<file path="src/rtl/posit_result_arbiter.sv">
// rtl/posit_result_arbiter.sv - round-robin collector of posit slice results onto one valid/ready port
package posit_pkg;
  typedef struct packed {
    logic nv;
    logic dz;
    logic of;
    logic uf;
    logic nx;
  } status_t;
endpackage

module posit_result_arbiter #(
  parameter int unsigned NumLanes = 3,
  parameter int unsigned Width    = 32,
  parameter type         TagType  = logic,
  localparam int unsigned LaneIdxWidth = NumLanes > 1 ? $clog2(NumLanes) : 1
) (
  input  logic                                clk_i,
  input  logic                                rst_ni,
  input  logic [NumLanes-1:0][Width-1:0]      slice_result_i,
  input  posit_pkg::status_t [NumLanes-1:0]   slice_status_i,
  input  logic [NumLanes-1:0]                 slice_ext_bit_i,
  input  TagType [NumLanes-1:0]               slice_tag_i,
  input  logic [NumLanes-1:0]                 slice_valid_i,
  output logic [NumLanes-1:0]                 slice_ready_o,
  input  logic [NumLanes-1:0]                 slice_busy_i,
  input  logic                                flush_i,
  output logic [Width-1:0]                    result_o,
  output posit_pkg::status_t                  status_o,
  output logic                                extension_bit_o,
  output TagType                              tag_o,
  output logic [LaneIdxWidth-1:0]             lane_o,
  output logic                                out_valid_o,
  input  logic                                out_ready_i,
  output logic                                busy_o
);

  logic [LaneIdxWidth-1:0] prio_q;
  logic [LaneIdxWidth-1:0] winner;
  logic [LaneIdxWidth-1:0] idx;
  logic [LaneIdxWidth-1:0] next_prio;
  logic                    found;
  logic                    can_load;
  logic                    transfer;

  // Deliberately independent of slice_valid_i so slices may wait on ready.
  assign can_load = !out_valid_o | out_ready_i;

  always_comb begin
    found  = 1'b0;
    winner = '0;
    idx    = prio_q;
    for (int i = 0; i < NumLanes; i++) begin
      if (!found && slice_valid_i[idx]) begin
        found  = 1'b1;
        winner = idx;
      end
      idx = (idx == LaneIdxWidth'(NumLanes - 1)) ? '0 : idx + 1'b1;
    end
  end

  assign transfer  = found & can_load & !flush_i;
  assign next_prio = (winner == LaneIdxWidth'(NumLanes - 1)) ? '0 : winner + 1'b1;

  always_comb begin
    slice_ready_o = '0;
    if (transfer) begin
      slice_ready_o[winner] = 1'b1;
    end
  end

  assign busy_o = out_valid_o | (|slice_busy_i);

  always_ff @(posedge clk_i or negedge rst_ni) begin
    if (!rst_ni) begin
      out_valid_o     <= 1'b0;
      result_o        <= '0;
      status_o        <= '0;
      extension_bit_o <= 1'b0;
      tag_o           <= '0;
      lane_o          <= '0;
      prio_q          <= '0;
    end else if (flush_i) begin
      out_valid_o <= 1'b0;
    end else if (transfer) begin
      out_valid_o     <= 1'b1;
      result_o        <= slice_result_i[winner];
      status_o        <= slice_status_i[winner];
      extension_bit_o <= slice_ext_bit_i[winner];
      tag_o           <= slice_tag_i[winner];
      lane_o          <= winner;
      prio_q          <= next_prio;
    end else if (out_ready_i) begin
      // Drain without refill: data registers keep their last values.
      out_valid_o <= 1'b0;
    end
  end

endmodule

</file>
<file path="config.mk">
export PLATFORM = sky130hd
export DESIGN_NAME = posit_result_arbiter
export DESIGN_NICKNAME = d
export VERILOG_FILES = /design/src/rtl/posit_result_arbiter.sv
export SDC_FILE = /design/constraint.sdc
export NUM_CORES = 1
export LEC_CHECK = 0
export ABC_AREA = 1
export CORE_ASPECT_RATIO = 0.75
export CORE_MARGIN = 2
export CORE_UTILIZATION = 31
export CTS_BUF_LIST = sky130_fd_sc_hd__clkbuf_8
export CTS_CLUSTER_DIAMETER = 60
export DETAILED_ROUTE_END_ITERATION = 7
export GPL_TIMING_DRIVEN = 0
export HOLD_SLACK_MARGIN = 0.12
export PLACE_DENSITY = 0.71
export SETUP_SLACK_MARGIN = 0.2
export SYNTH_ARGS = -nofsm -noshare
export SYNTH_HDL_FRONTEND = slang
export SYNTH_SLANG_ARGS = --single-unit
</file>
<file path="constraint.sdc">
create_clock -name clk_i -period 1.9 [get_ports clk_i]
set_clock_uncertainty 0.2 [all_clocks]
set_input_delay 0.38 -clock clk_i [delete_from_list [all_inputs] [get_ports clk_i]]
set_output_delay 0.38 -clock clk_i [all_outputs]
set_load 0.02 [all_outputs]
</file>
==> impl_metrics.csv <==
group,metric,value,unit
status,status,"finished with violations",
status,violations,"setup timing",
timing,finalHoldViolCount,0,
logic_synthesis,syn_nets,607,
timing,postLayoutSetupSlackWorst,-0.480,ns
timing,min_period_over_period,125,%
logic_synthesis,synth_area_per_cell,5.98,um^2
timing,period_needed,2.38,ns
route,wire_per_inst,13.7,um
power,combPwrFrac,69.0,%
power,leakage,2.99,nW
clock_tree,cts_tree,"yes",
timing,relSlewSlack,64.1,%
critical_path,critPathKind,"reg -> out",
critical_path,reg2reg_setup_slack,-0.37,ns
route,wl,11000,um
global_route,grt_pass1_wl,16700,um
logic_synthesis,synthFlopType,"dfrtp_1",
timing,finalSetupViolations,42,
hold_path,hold_path_class,"reg -> reg",
logic_synthesis,ys_top_cells_by_area,"nand2_1 43%, dfrtp_1 38%, nand3_1 7.8%",
place,gp_congestion,0.829,
die,die_w,115,um
die,num_rows,30,
logic_synthesis,ys_ff_latch,44,
logic_synthesis,synth.cell_area,0.00287,mm^2
die,dieArea,0.0100,mm^2
finish,drive_gt1_share,17.9,%
die,die_h,87.3,um
critical_path,cp.arrival,1.80,ns
power,power_density,1300,mW/mm^2
global_route,grtUsageTotal,21.5,%
logic_synthesis,yosys-top-cells-count,"332 x nand2_1, 45 x nand3_1, 44 x dfrtp_1",
place,dp_slack,-1.45,ns
logic_synthesis,yosysSeqAreaShare,38.4,%
route,vias,3651,
route,vias_per_cell,4.54,
die,ios,173,
logic_synthesis,synth.most_common_cell,"nand2_1",
clock_tree,cts_sinks,44,
global_route,grt_pass1_vias,3484,
place,hpwl,7780,um
route,drt_iter0_drc,107,
timing,maxSlewViolCount,0,
logic_synthesis,synth-edff-count,0,
power,p_sw,3.30,mW
clock_tree,clockRootBuffer,"clkbuf_8",
critical_path,end_kind,"output pin",
power,seqPwrFrac,22.6,%
place,dpl_cell_area,0.00482,mm^2
global_route,grt_antenna_before_repair,0,
power,clkPwrFrac,8.4,%
route,dr.pass1.iters,4,
global_route,grt_max_degree,25,
die,initial_utilization,31.8,%
timing,max_freq,0.420,GHz
timing,worst_pin_slew,0.538,ns
finish,final_area,0.00543,mm^2
die,coreArea,0.00901,mm^2
clock_tree,path_clk_slew,0.08,ns
critical_path,critical_path_required,1.32,ns
logic_synthesis,yosysWarnings,0,
finish,areaGrowthSynthToFinish,89.4,%
clock_tree,clockBufferDepth,2,
logic_synthesis,ys_types,18,
power,intPower,3.78,mW
clock_tree,clock_latency,0.29,ns
timing,rsz0062_at_grt,"yes",
place,port_buffers,172,
finish,n_antenna_cell,0,
logic_synthesis,yosys.area.top_type_share,43.4,%
power,power_switching_share,46.6,%
global_route,grt_overflow,0,
job,maxCapViolCount,0,
clock_tree,numCtsBuffers,5,
route,final_antenna_net_count,0,
power,ir_drop,0.000501,V
logic_synthesis,synth_area_leader_cell,"nand2_1",
critical_path,path_max_fanout,8,
critical_path,startpoint_type,"flip-flop",
logic_synthesis,async_reset_ff_share,100,%
clock_tree,cts.htree.levels,2,
power,power,7.08,mW
logic_synthesis,netlist_instances,480,
route,route.detailed.drc,0,
finish,num-nets-final,818,
==> worst paths after layout <==
check | start | endpoint | cells after the start
max in group asynchronous | rst_ni | prio_q[1] | 3
max | prio_q[0] | slice_ready_o[0] | 12
max reg2reg | prio_q[0] | result_o[8] | 15
min | result_o[10] | result_o[10] | 2
min reg2reg | result_o[10] | result_o[10] | 2
min in group asynchronous | rst_ni | result_o[26] | 2
==> flip-flops by register name, indices dropped and copies added (netlist names) <==
register         count
result_o            32
status_o             5
lane_o               2
prio_q               2
extension_bit_o      1
out_valid_o          1
tag_o                1
==> worst max-delay path: stages (launching register included) <==
cell and delay, ns:
dfrtp_1 0.39, buf_6 0.14, nor2_4 0.12, nand2_2 0.07, nand2_2 0.08, nor2_4 0.05, nand4_1 0.10, nand3_2 0.12
buf_6 0.14, nor2_4 0.09, nand2_4 0.06, inv_4 0.05, buf_6 0.10
==> metal layers <==
metal	wire length, um	GRT usage, %	share of wire (%)
met3	1010	7.79	9.2
met4	72	4.49	0.66
met2	5020	37.7	46
met5	0	0	0
met1	4880	25.5	44
==> logic make-up (layout without fill, tap and decap cells) <==
logic type | count (synthesis) | after routing | synth area share [%]
buf+inv | 43 | 255 | 7.02
simple gates | 388 | 388 | 53.5
flops | 44 | 44 | 38.4
compound gates | 5 | 5 | 1.09
==> through the flow <==
stage	hold WS, ns	TNS, ns	utilization, %	std cells
finish	0.280	-10.15	60.3	804
global route	0.298	-14.72	60.3	804
CTS	0.281	-8.52	58.3	797
detailed placement	0.184	-30.85	53.5	765
global placement	0.261	-72.20	53.4	764
floorplan	-0.116	-0.0909	-	480
==> layout by cell type, fill, tap and decap left out, types with 2 or more instances in the layout <==
cell type	n
clkbuf_16	2
nand2_4	5
buf_4	19
nor2_4	5
clkbuf_8	7
nand2_1	303
clkdlybuf4s50_1	119
buf_2	9
nand2_2	25
buf_8	10
o21ai_1	2
buf_6	18
dfrtp_1	43
inv_1	8
inv_4	3
clkbuf_2	4
nand3_1	41
dlygate4sd2_1	47
inv_2	5
nand3_2	5
==> final cells by class <==
class                   instances  area [um^2]
fillers                       846         3570
repair buffers                204         2010
clock buffers                   6         82.6
multi-input cells             393         1740
well taps                     112          140
inverters                      14         60.1
plain buffers                  29          290
clock inverters                 2         7.51
flip-flops and latches         44         1100
==> what timing repair did <==
action                                 in CTS  in global routing
endpoints found under the hold margin      20                  0
setup endpoints to repair                  89                 47
buffers inserted                           20                  6
pin swaps                                  15                 13
hold buffers                                1                  0
cloned                                      3                  1
gates resized for setup                   125                 40
==> power groups by stage <==
| stage | Clock, mW | Sequential (mW) | Combinational (mW) |
|---|---|---|---|
| detailed placement | 0 | 1.62 | 4.39 |
| finish | 0.596 | 1.60 | 4.89 |
| floorplan | 0 | 2.11 | 2.14 |
| global placement | 0 | 1.60 | 4.35 |
| CTS | 0.625 | 1.59 | 4.69 |
| global route | 0.677 | 1.65 | 5.38 |
(Power assumes the default switching activity.)
